<file path="src/rtl/pipe_add_sub_pkg.sv">
// pipe_add_sub_pkg: shared helpers for the pipelined adder/subtractor
package pipe_add_sub_pkg;
  function automatic int slice_w(input int width, input int stages);
    return (stages < 1) ? width : width / stages;
  endfunction
endpackage

</file>
<file path="src/rtl/pipe_add_sub_if.sv">
// pipe_add_sub_if: operand stream in, result stream out, both valid/ready
interface pipe_add_sub_if #(parameter int WIDTH = 16);
  logic in_valid, in_ready, in_sub, in_cin;
  logic [WIDTH-1:0] in_a, in_b;
  logic out_valid, out_ready, out_cout, out_ovf;
  logic [WIDTH-1:0] out_sum;
  modport master (
    output in_valid, in_a, in_b, in_sub, in_cin, out_ready,
    input in_ready, out_valid, out_sum, out_cout, out_ovf
  );
  modport slave (
    input in_valid, in_a, in_b, in_sub, in_cin, out_ready,
    output in_ready, out_valid, out_sum, out_cout, out_ovf
  );
endinterface

</file>
<file path="src/rtl/pipe_add_sub_add_slice.sv">
// add_slice: combinational W-bit full adder exposing carry into its MSB
module add_slice #(parameter int W = 4) (
  input  logic [W-1:0] a,
  input  logic [W-1:0] b,
  input  logic         cin,
  output logic [W-1:0] sum,
  output logic         cout,
  output logic         cmsb
);
  logic [W:0] full;
  assign full = {1'b0, a} + {1'b0, b} + (W+1)'(cin);
  assign sum  = full[W-1:0];
  assign cout = full[W];
  assign cmsb = a[W-1] ^ b[W-1] ^ full[W-1];
endmodule

</file>
<file path="src/rtl/pipe_add_sub.sv">
// pipe_add_sub: skewed carry-chained add/sub, one slice per stage, valid/ready flow
module pipe_add_sub
  import pipe_add_sub_pkg::*;
#(
  parameter int WIDTH  = 16,
  parameter int STAGES = 4
) (
  input logic clk,
  input logic rst_n,
  pipe_add_sub_if.slave bus
);
  localparam int S = slice_w(WIDTH, STAGES);
  typedef struct packed {
    logic             valid;
    logic             carry;
    logic             cmsb;
    logic [WIDTH-1:0] sum;
    logic [WIDTH-1:0] a;
    logic [WIDTH-1:0] b;
  } stage_t;
  if (STAGES < 1 || WIDTH % STAGES != 0) begin : g_bad_params
    $error("pipe_add_sub: WIDTH must be a positive multiple of STAGES");
  end
  stage_t st [STAGES];
  stage_t src [STAGES];
  stage_t nxt [STAGES];
  logic [S-1:0] sl_sum [STAGES];
  logic sl_co [STAGES];
  logic sl_cm [STAGES];
  logic [STAGES:0] adv;
  for (genvar k = 0; k < STAGES; k++) begin : g_stage
    if (k == 0) begin : g_first
      assign src[k] = '{valid: bus.in_valid, carry: bus.in_sub | bus.in_cin, cmsb: 1'b0,
                        sum: '0, a: bus.in_a, b: bus.in_sub ? ~bus.in_b : bus.in_b};
    end else begin : g_rest
      assign src[k] = st[k-1];
    end
    add_slice #(.W(S)) u_slice (
      .a   (src[k].a[k*S +: S]),
      .b   (src[k].b[k*S +: S]),
      .cin (src[k].carry),
      .sum (sl_sum[k]),
      .cout(sl_co[k]),
      .cmsb(sl_cm[k])
    );
  end
  // Merge each slice result into the transaction travelling through its stage
  always_comb
    for (int k = 0; k < STAGES; k++) begin
      nxt[k] = src[k];
      nxt[k].carry = sl_co[k];
      nxt[k].cmsb = sl_cm[k];
      nxt[k].sum[k*S +: S] = sl_sum[k];
    end
  // A stage moves when it is empty or its successor moves; the tail moves on out_ready
  always_comb begin
    adv[STAGES] = bus.out_ready;
    for (int k = STAGES - 1; k >= 0; k--) adv[k] = ~st[k].valid | adv[k+1];
  end
  // Stage registers; reset drops every in-flight operation
  always_ff @(posedge clk or negedge rst_n)
    if (!rst_n)
      for (int k = 0; k < STAGES; k++) st[k] <= '0;
    else
      for (int k = 0; k < STAGES; k++) if (adv[k]) st[k] <= nxt[k];
  assign bus.in_ready  = adv[0];
  assign bus.out_valid = st[STAGES-1].valid;
  assign bus.out_sum   = st[STAGES-1].sum;
  assign bus.out_cout  = st[STAGES-1].carry;
  assign bus.out_ovf   = st[STAGES-1].carry ^ st[STAGES-1].cmsb;
endmodule

</file>
<file path="src/flat_wrapper.sv">
// flat-port wrapper written by rule: the top's interface ports become plain ports
module pipe_add_sub_flat import pipe_add_sub_pkg::*;
#(
  parameter int WIDTH  = 16,
  parameter int STAGES = 4
)
  (clk, rst_n, bus_in_valid, bus_in_a, bus_in_b, bus_in_sub, bus_in_cin, bus_out_ready, bus_in_ready, bus_out_valid, bus_out_sum, bus_out_cout, bus_out_ovf);
  pipe_add_sub_if #(.WIDTH(WIDTH)) bus_i ();
  input logic clk;
  input logic rst_n;
  input wire logic [$bits(bus_i.in_valid)-1:0] bus_in_valid;
  input wire logic [$bits(bus_i.in_a)-1:0] bus_in_a;
  input wire logic [$bits(bus_i.in_b)-1:0] bus_in_b;
  input wire logic [$bits(bus_i.in_sub)-1:0] bus_in_sub;
  input wire logic [$bits(bus_i.in_cin)-1:0] bus_in_cin;
  input wire logic [$bits(bus_i.out_ready)-1:0] bus_out_ready;
  output wire logic [$bits(bus_i.in_ready)-1:0] bus_in_ready;
  output wire logic [$bits(bus_i.out_valid)-1:0] bus_out_valid;
  output wire logic [$bits(bus_i.out_sum)-1:0] bus_out_sum;
  output wire logic [$bits(bus_i.out_cout)-1:0] bus_out_cout;
  output wire logic [$bits(bus_i.out_ovf)-1:0] bus_out_ovf;
  assign bus_i.in_valid = bus_in_valid;
  assign bus_i.in_a = bus_in_a;
  assign bus_i.in_b = bus_in_b;
  assign bus_i.in_sub = bus_in_sub;
  assign bus_i.in_cin = bus_in_cin;
  assign bus_i.out_ready = bus_out_ready;
  assign bus_in_ready = bus_i.in_ready;
  assign bus_out_valid = bus_i.out_valid;
  assign bus_out_sum = bus_i.out_sum;
  assign bus_out_cout = bus_i.out_cout;
  assign bus_out_ovf = bus_i.out_ovf;
  pipe_add_sub #(.WIDTH(WIDTH), .STAGES(STAGES)) u_core (.clk(clk), .rst_n(rst_n), .bus(bus_i));
endmodule
</file>
<file path="config.mk">
export PLATFORM = sky130hd
export DESIGN_NAME = pipe_add_sub_flat
export DESIGN_NICKNAME = d
export VERILOG_FILES = /design/src/rtl/pipe_add_sub_pkg.sv /design/src/rtl/pipe_add_sub_if.sv /design/src/rtl/pipe_add_sub_add_slice.sv /design/src/rtl/pipe_add_sub.sv /design/src/flat_wrapper.sv
export SDC_FILE = /design/constraint.sdc
export NUM_CORES = 1
export LEC_CHECK = 0
export CORE_MARGIN = 2
export CORE_UTILIZATION = 55
export CTS_CLUSTER_DIAMETER = 150
export CTS_CLUSTER_SIZE = 10
export DETAILED_ROUTE_END_ITERATION = 10
export GPL_TIMING_DRIVEN = 0
export PLACE_DENSITY = 0.83
export SLEW_MARGIN = 20
export SYNTH_ARGS = -nofsm -noshare
export SYNTH_HDL_FRONTEND = slang
export SYNTH_HIERARCHICAL = 1
export SYNTH_SLANG_ARGS = --single-unit
</file>
<file path="constraint.sdc">
create_clock -name clk -period 2.2 [get_ports clk]
set_input_delay 0.55 -clock clk [delete_from_list [all_inputs] [get_ports clk]]
set_output_delay 0.55 -clock clk [all_outputs]
set_load 0.005 [all_outputs]
</file>
# [After elaboration in Yosys (flattened, before gate mapping)]
# Cells that the tools add are included.
[classes] addsub=8 bitwise_logic=13 muxes=1
[op_table] operator="4-bit by 4-bit adder with 5-bit output" n=4
[op_table] operator="5-bit by 1-bit adder with 5-bit output" n=4
[op_table] operator="16-bit two-way mux" n=1
[op_table] operator="16-bit inverter" n=1
[op_table] operator="1-bit bitwise OR" n=5
[op_table] operator="1-bit inverter" n=4
[op_table] operator="1-bit XOR" n=3
[word_totals] wordCells=41 reg_bits=145 input_bits=38 output_inout_bits=20

# [Longest topological paths before layout]
[depth] depth_word=5 mapped_depth=10 depth_no_buf=8

# [Hierarchy]
# The synthesis kept the hierarchy.
[by_module_without_submodules] module="pipe_add_sub" instances=1 cells_per_inst=311 seq_area_each_um2=2427.3 area_each_um2=3913.8
[by_module_without_submodules] module="add_slice" instances=4 cells_per_inst=17 seq_area_each_um2=0.0 area_each_um2=141.4

# [Worst setup path before layout]
# Ideal clock, no wire load.
[synth_timing] path_kind="in2reg" startpoint="input port bus_in_sub" endpoint="register u_core/src[151] (netlist name)" setup_ns=0.125 arrival_time_ns=2.348 cell_stages=10 n_path_buf=2 required_time_ns=2.075 setup_slack_ns=-0.273 path_cell_list="buf_2 -> buf_2 -> or2_2 -> fa_1 -> inv_1 -> fa_1 -> nor2b_1 -> o21ai_0 -> nand2b_1 -> mux2_2"
[synth_rtl] item="start, declared" line_no="flat_wrapper.sv:14" source="input wire logic [$bits(bus_i.in_sub)-1:0] bus_in_sub;"

# [Worst setup path in the final report]
[layout_timing] startpoint="register u_core/nxt[50] (netlist name)" endpoint="output port bus_in_ready"
[layout_via] elab_chain_len=4
[layout_lines] item="1-bit inverter" line_no="pipe_add_sub.sv:58" source="for (int k = STAGES - 1; k >= 0; k--) adv[k] = ~st[k].valid | adv[k+1];"
[layout_lines] item="1-bit bitwise OR (3 in series)" line_no="pipe_add_sub.sv:58"
[layout_lines] item="end, declared" line_no="flat_wrapper.sv:17" source="output wire logic [$bits(bus_i.in_ready)-1:0] bus_in_ready;"
# Every way passes these cells.

==> impl_results.html <==
<table>
<tr><th>Metric</th><th>Value</th></tr>
<tr><th colspan="2">Outcome</th></tr>
<tr><td>Outcome</td><td>finished, final reports clean</td></tr>
<tr><th colspan="2">GRT</th></tr>
<tr><td>Met2 GRT Util</td><td>33.9%</td></tr>
<tr><td>Most Used Layer, Global Route</td><td>met2</td></tr>
<tr><td>Total congestion overflow after global routing</td><td>0</td></tr>
<tr><td>Maximum number of pins on one net before global-route repair</td><td>75</td></tr>
<tr><td>Vias in the first global route</td><td>2901</td></tr>
<tr><td>Routing usage on met1</td><td>26.9%</td></tr>
<tr><td>First-pass GRT wire length</td><td>13.8 mm</td></tr>
<tr><td>Number of antenna violations at the first check in global routing</td><td>0</td></tr>
<tr><td>M3 GR Usage</td><td>3.77%</td></tr>
<tr><td>Total routing resource utilization after global routing</td><td>20.6%</td></tr>
<tr><th colspan="2">STA</th></tr>
<tr><td>Actual slew at the worst max-slew pin</td><td>0.408 ns</td></tr>
<tr><td>Slew margin rel.</td><td>72.7%</td></tr>
<tr><td>Fin Clk Skew</td><td>0.00677 ns</td></tr>
<tr><td>Final period utilization</td><td>95.7%</td></tr>
<tr><td>Final worst hold slack</td><td>0.0279 ns</td></tr>
<tr><td>Final sum of negative setup slack</td><td>0 ns</td></tr>
<tr><td>Maximum clock rate</td><td>475 MHz</td></tr>
<tr><td>Total count of max-transition violations in the final report</td><td>0</td></tr>
<tr><td>Setup repair after global routing missed its margin</td><td>no</td></tr>
<tr><td>Number of setup violations in the final report</td><td>0</td></tr>
<tr><td>Final period demand of the worst path</td><td>2.11 ns</td></tr>
<tr><td>Number of hold violations in the final report</td><td>0</td></tr>
<tr><th colspan="2">Worst hold path</th></tr>
<tr><td>Class of the worst hold path</td><td>input port to asynchronous set/reset pin</td></tr>
<tr><th colspan="2">Placed design</th></tr>
<tr><td>Placement Cell Area</td><td>5220 sq um</td></tr>
<tr><td>Buffers on Ports</td><td>56</td></tr>
<tr><td>Final weighted congestion of routability-driven global placement</td><td>0.755</td></tr>
<tr><td>Detailed placement HPWL</td><td>5.81 mm</td></tr>
<tr><th colspan="2">Final layout</th></tr>
<tr><td>Share of the core filled with cells</td><td>70.7%</td></tr>
<tr><td>Ratio of cells with drive above 1 in the final layout</td><td>24.7%</td></tr>
<tr><td># nets final</td><td>510</td></tr>
<tr><td>Final instance area</td><td>5520 sq um</td></tr>
<tr><td>Layout overhead on the synthesized area</td><td>23.2%</td></tr>
<tr><td>Number of antenna diodes</td><td>0</td></tr>
<tr><th colspan="2">Yosys</th></tr>
<tr><td>Net count after synthesis</td><td>437</td></tr>
<tr><td>Cell type with the highest aggregate area in the netlist</td><td>sky130_fd_sc_hd__dfrtp_1</td></tr>
<tr><td>Post-synth ARST share</td><td>100%</td></tr>
<tr><td>Leading post-synthesis cells by instance count</td><td>sky130_fd_sc_hd__dfrtp_1, sky130_fd_sc_hd__nand2_1, sky130_fd_sc_hd__mux2_2</td></tr>
<tr><td>Yosys synthesis warning count</td><td>6</td></tr>
<tr><td>Post-Synthesis Cells</td><td>379</td></tr>
<tr><td>Area share of fa/ha/maj cells after synthesis</td><td>6.93%</td></tr>
<tr><td>Mean instance size in the synthesized netlist</td><td>11.8 sq um</td></tr>
<tr><td>Most numerous cell in the Yosys netlist</td><td>sky130_fd_sc_hd__dfrtp_1</td></tr>
<tr><td>EDFF count, synth</td><td>0</td></tr>
<tr><td>Leading cell types by total area after synthesis</td><td>sky130_fd_sc_hd__dfrtp_1, sky130_fd_sc_hd__mux2_2, sky130_fd_sc_hd__nand2_1</td></tr>
<tr><td>Most used DFF post-synth</td><td>sky130_fd_sc_hd__dfrtp_1</td></tr>
<tr><td>Combinational family with the most area after synthesis</td><td>multiplexers</td></tr>
<tr><td>Synthesized-area fraction occupied by ao, oa, aoi and oai cells</td><td>2.23%</td></tr>
<tr><td>XOR/XNOR share of the synthesized area</td><td>4.89%</td></tr>
<tr><td>Number of flip-flops and latches in the synthesized netlist</td><td>97</td></tr>
<tr><td>Synthesized cell area</td><td>4480 sq um</td></tr>
<tr><td>Sequential share of the synthesized area</td><td>54.2%</td></tr>
<tr><td>Share of Yosys cell area claimed by the top area cell type</td><td>54.2%</td></tr>
<tr><td>Post-synthesis simple-gate area fraction</td><td>11.1%</td></tr>
<tr><td>Share of cell area taken by muxes after synthesis</td><td>14.7%</td></tr>
<tr><td>Number of distinct library cells after synthesis</td><td>24</td></tr>
<tr><th colspan="2">Pwr</th></tr>
<tr><td>Psw</td><td>1.65 mW</td></tr>
<tr><td>Share of total power in sequential cells</td><td>44.5%</td></tr>
<tr><td>Fraction of power spent switching nets</td><td>27.9%</td></tr>
<tr><td>Internal cell power</td><td>4.27 mW</td></tr>
<tr><td>PnR Total Power</td><td>5.92 mW</td></tr>
<tr><td>Power density over the cells</td><td>1070 nW/um^2</td></tr>
<tr><td>Gate power share</td><td>31.8%</td></tr>
<tr><td>Maximum vdd ir drop</td><td>0.472 mV</td></tr>
<tr><td>Share of power burned in the clock network</td><td>23.7%</td></tr>
<tr><td>Cell leakage power</td><td>2.57 nW</td></tr>
<tr><th colspan="2">Die</th></tr>
<tr><td>Ports</td><td>58</td></tr>
<tr><td>Die Span Y</td><td>94.2 um</td></tr>
<tr><td>Placement Rows</td><td>32</td></tr>
<tr><td>Starting density of the core</td><td>57.4%</td></tr>
<tr><td>Placeable Area</td><td>7810 sq um</td></tr>
<tr><td>Full die area</td><td>8880 sq um</td></tr>
<tr><td>Width of the die</td><td>94.2 um</td></tr>
<tr><th colspan="2">Clock tree</th></tr>
<tr><td>Maximum root-to-sink buffer count</td><td>2</td></tr>
<tr><td>Clock Sinks</td><td>97</td></tr>
<tr><td>Clock buffers created by TritonCTS</td><td>9</td></tr>
<tr><td>Clock latency at the later pin of the worst-skew pair</td><td>0.36 ns</td></tr>
<tr><td>Clock slew at reported path FFs</td><td>0.09 ns</td></tr>
<tr><td>CTS tree</td><td>yes</td></tr>
<tr><td>Master cell of the clock root buffer</td><td>sky130_fd_sc_hd__clkbuf_8</td></tr>
<tr><td>Hold-fix buffer count after cts</td><td>0</td></tr>
<tr><td>Number of H-tree branching levels</td><td>3</td></tr>
<tr><th colspan="2">Setup path</th></tr>
<tr><td>CP endpoint kind</td><td>output pin</td></tr>
<tr><td>Critical-path cell list</td><td>and4b_1 &gt; and2_4 &gt; inv_8 &gt; buf_12 &gt; clkdlybuf4s15_1</td></tr>
<tr><td>Critical Path RT</td><td>1.65 ns</td></tr>
<tr><td>Class of the most critical setup path</td><td>register to output pin</td></tr>
<tr><td>Critical Path Source Type</td><td>register</td></tr>
<tr><td>Largest fanout on the critical path</td><td>4</td></tr>
<tr><td>Delay of the slowest critical-path stage</td><td>0.39 ns</td></tr>
<tr><td>Critical Path AT</td><td>1.56 ns</td></tr>
<tr><td>Max stage delay cell, worst path</td><td>sky130_fd_sc_hd__dfrtp_1</td></tr>
<tr><th colspan="2">Route</th></tr>
<tr><td>Final routed wirelength across all metal layers</td><td>8.21 mm</td></tr>
<tr><td>Number of vias in the routed layout</td><td>2838</td></tr>
<tr><td>Number of optimization iterations in the first detailed-route pass</td><td>5</td></tr>
<tr><td>Post-DR wirelength/cell</td><td>14.7 um</td></tr>
<tr><td>Post-route antenna net violation count</td><td>0</td></tr>
<tr><td>Drt via density</td><td>5.08</td></tr>
<tr><td>Drt first-iter violations</td><td>176</td></tr>
<tr><td>DRC</td><td>0</td></tr>
<tr><th colspan="2">Job</th></tr>
<tr><td>Max-cap violations</td><td>0</td></tr>
</table>
final cells by class:
type                    count  area [sq um]
multi-input cells         234          1800
flip-flops and latches     97          2430
repair buffers             62           622
well taps                 102           128
fillers                   564          2290
clock inverters             7           126
inverters                  17          71.3
clock buffers               9           124
plain buffers              31           221
flip-flops by register name, indices dropped and copies added, names as in the netlist:
name / cells
u_core/src: 3
u_core/bus.out_cout: 1
u_core/bus.out_sum: 16
u_core/nxt: 75
u_core/bus.out_valid: 1
u_core/st: 1
worst max-delay path, delay by kind of cell, from the launching register on:
family,cells,cell delay [ns]
DFF,1,0.39
and+or+nand+nor,2,0.47
buffers and inverters,3,0.34
logic make-up after synthesis:
group	count (synthesis)
xor gates and xnor gates	25
muxes	56
buffers and inverters	48
AOI/OAI and AO/OA	20
DFF	97
adders and majority gates	20
and+or+nand+nor	113
layout by cell type, fill, tap and decap left out, types with 2 or more instances in the layout:
cell type                         instances
sky130_fd_sc_hd__a21oi_1                  4
sky130_fd_sc_hd__buf_2                    9
sky130_fd_sc_hd__buf_4                   21
sky130_fd_sc_hd__buf_6                    2
sky130_fd_sc_hd__bufinv_16                3
sky130_fd_sc_hd__clkbuf_1                 4
sky130_fd_sc_hd__clkbuf_8                 9
sky130_fd_sc_hd__clkdlybuf4s50_1         53
sky130_fd_sc_hd__dfrtp_1                 97
sky130_fd_sc_hd__fa_1                     6
sky130_fd_sc_hd__fa_2                     2
sky130_fd_sc_hd__ha_1                    12
sky130_fd_sc_hd__inv_1                   15
sky130_fd_sc_hd__inv_8                    2
sky130_fd_sc_hd__mux2_2                  48
sky130_fd_sc_hd__mux2_4                   8
sky130_fd_sc_hd__nand2_1                 79
sky130_fd_sc_hd__nand2b_1                 9
sky130_fd_sc_hd__nand3_1                 16
sky130_fd_sc_hd__nor2b_1                  4
sky130_fd_sc_hd__o21ai_0                 15
sky130_fd_sc_hd__xnor2_1                 16
sky130_fd_sc_hd__xor2_1                   9
per-stage QoR:
stage	std cells	setup WS, ns
global route	559	0.0473
CTS	557	0.0228
detailed placement	538	-0.680
floorplan	379	-0.0637
finish	559	0.0946
global placement	537	-2.74
metal layers:
layer  share of wire [%]  vias up
met1                  44     1371
met3                 4.7       14
met4                 1.8        0
met2                  50       89
li1                    -     1364
met5                   0        -
final timing paths:
path                                start                  end  slack [ns]  cells past startpoint
max in group asynchronous           rst_n       u_core/nxt[90]        1.57                      2
min reg2reg                u_core/nxt[86]       u_core/nxt[86]        0.47                      2
min                                 rst_n      u_core/nxt[129]        0.03                      1
max                        u_core/nxt[50]         bus_in_ready        0.09                      5
max reg2reg                u_core/nxt[28]  u_core/bus.out_cout        0.35                      7
min in group clk           u_core/nxt[86]       u_core/nxt[86]        0.47                      2
power by group through the flow:
stage	Sequential (mW)	Combinational (mW)	Clock (mW)
5_1_grt	2.71	2.10	1.50
3_5_place_dp	2.68	1.87	0
6_report	2.64	1.88	1.40
3_3_place_gp	2.64	1.78	0
2_1_floorplan	2.56	1.22	0
4_1_cts	2.64	1.90	1.43
repair_timing:
item,4_1_cts,5_1_grt
setup buffers,3,2
pin swaps,0,1
endpoints found under the setup margin,1,1
cloned,0,0
resized for setup,9,1
No activity file was read; power rests on OpenSTA's default activity.
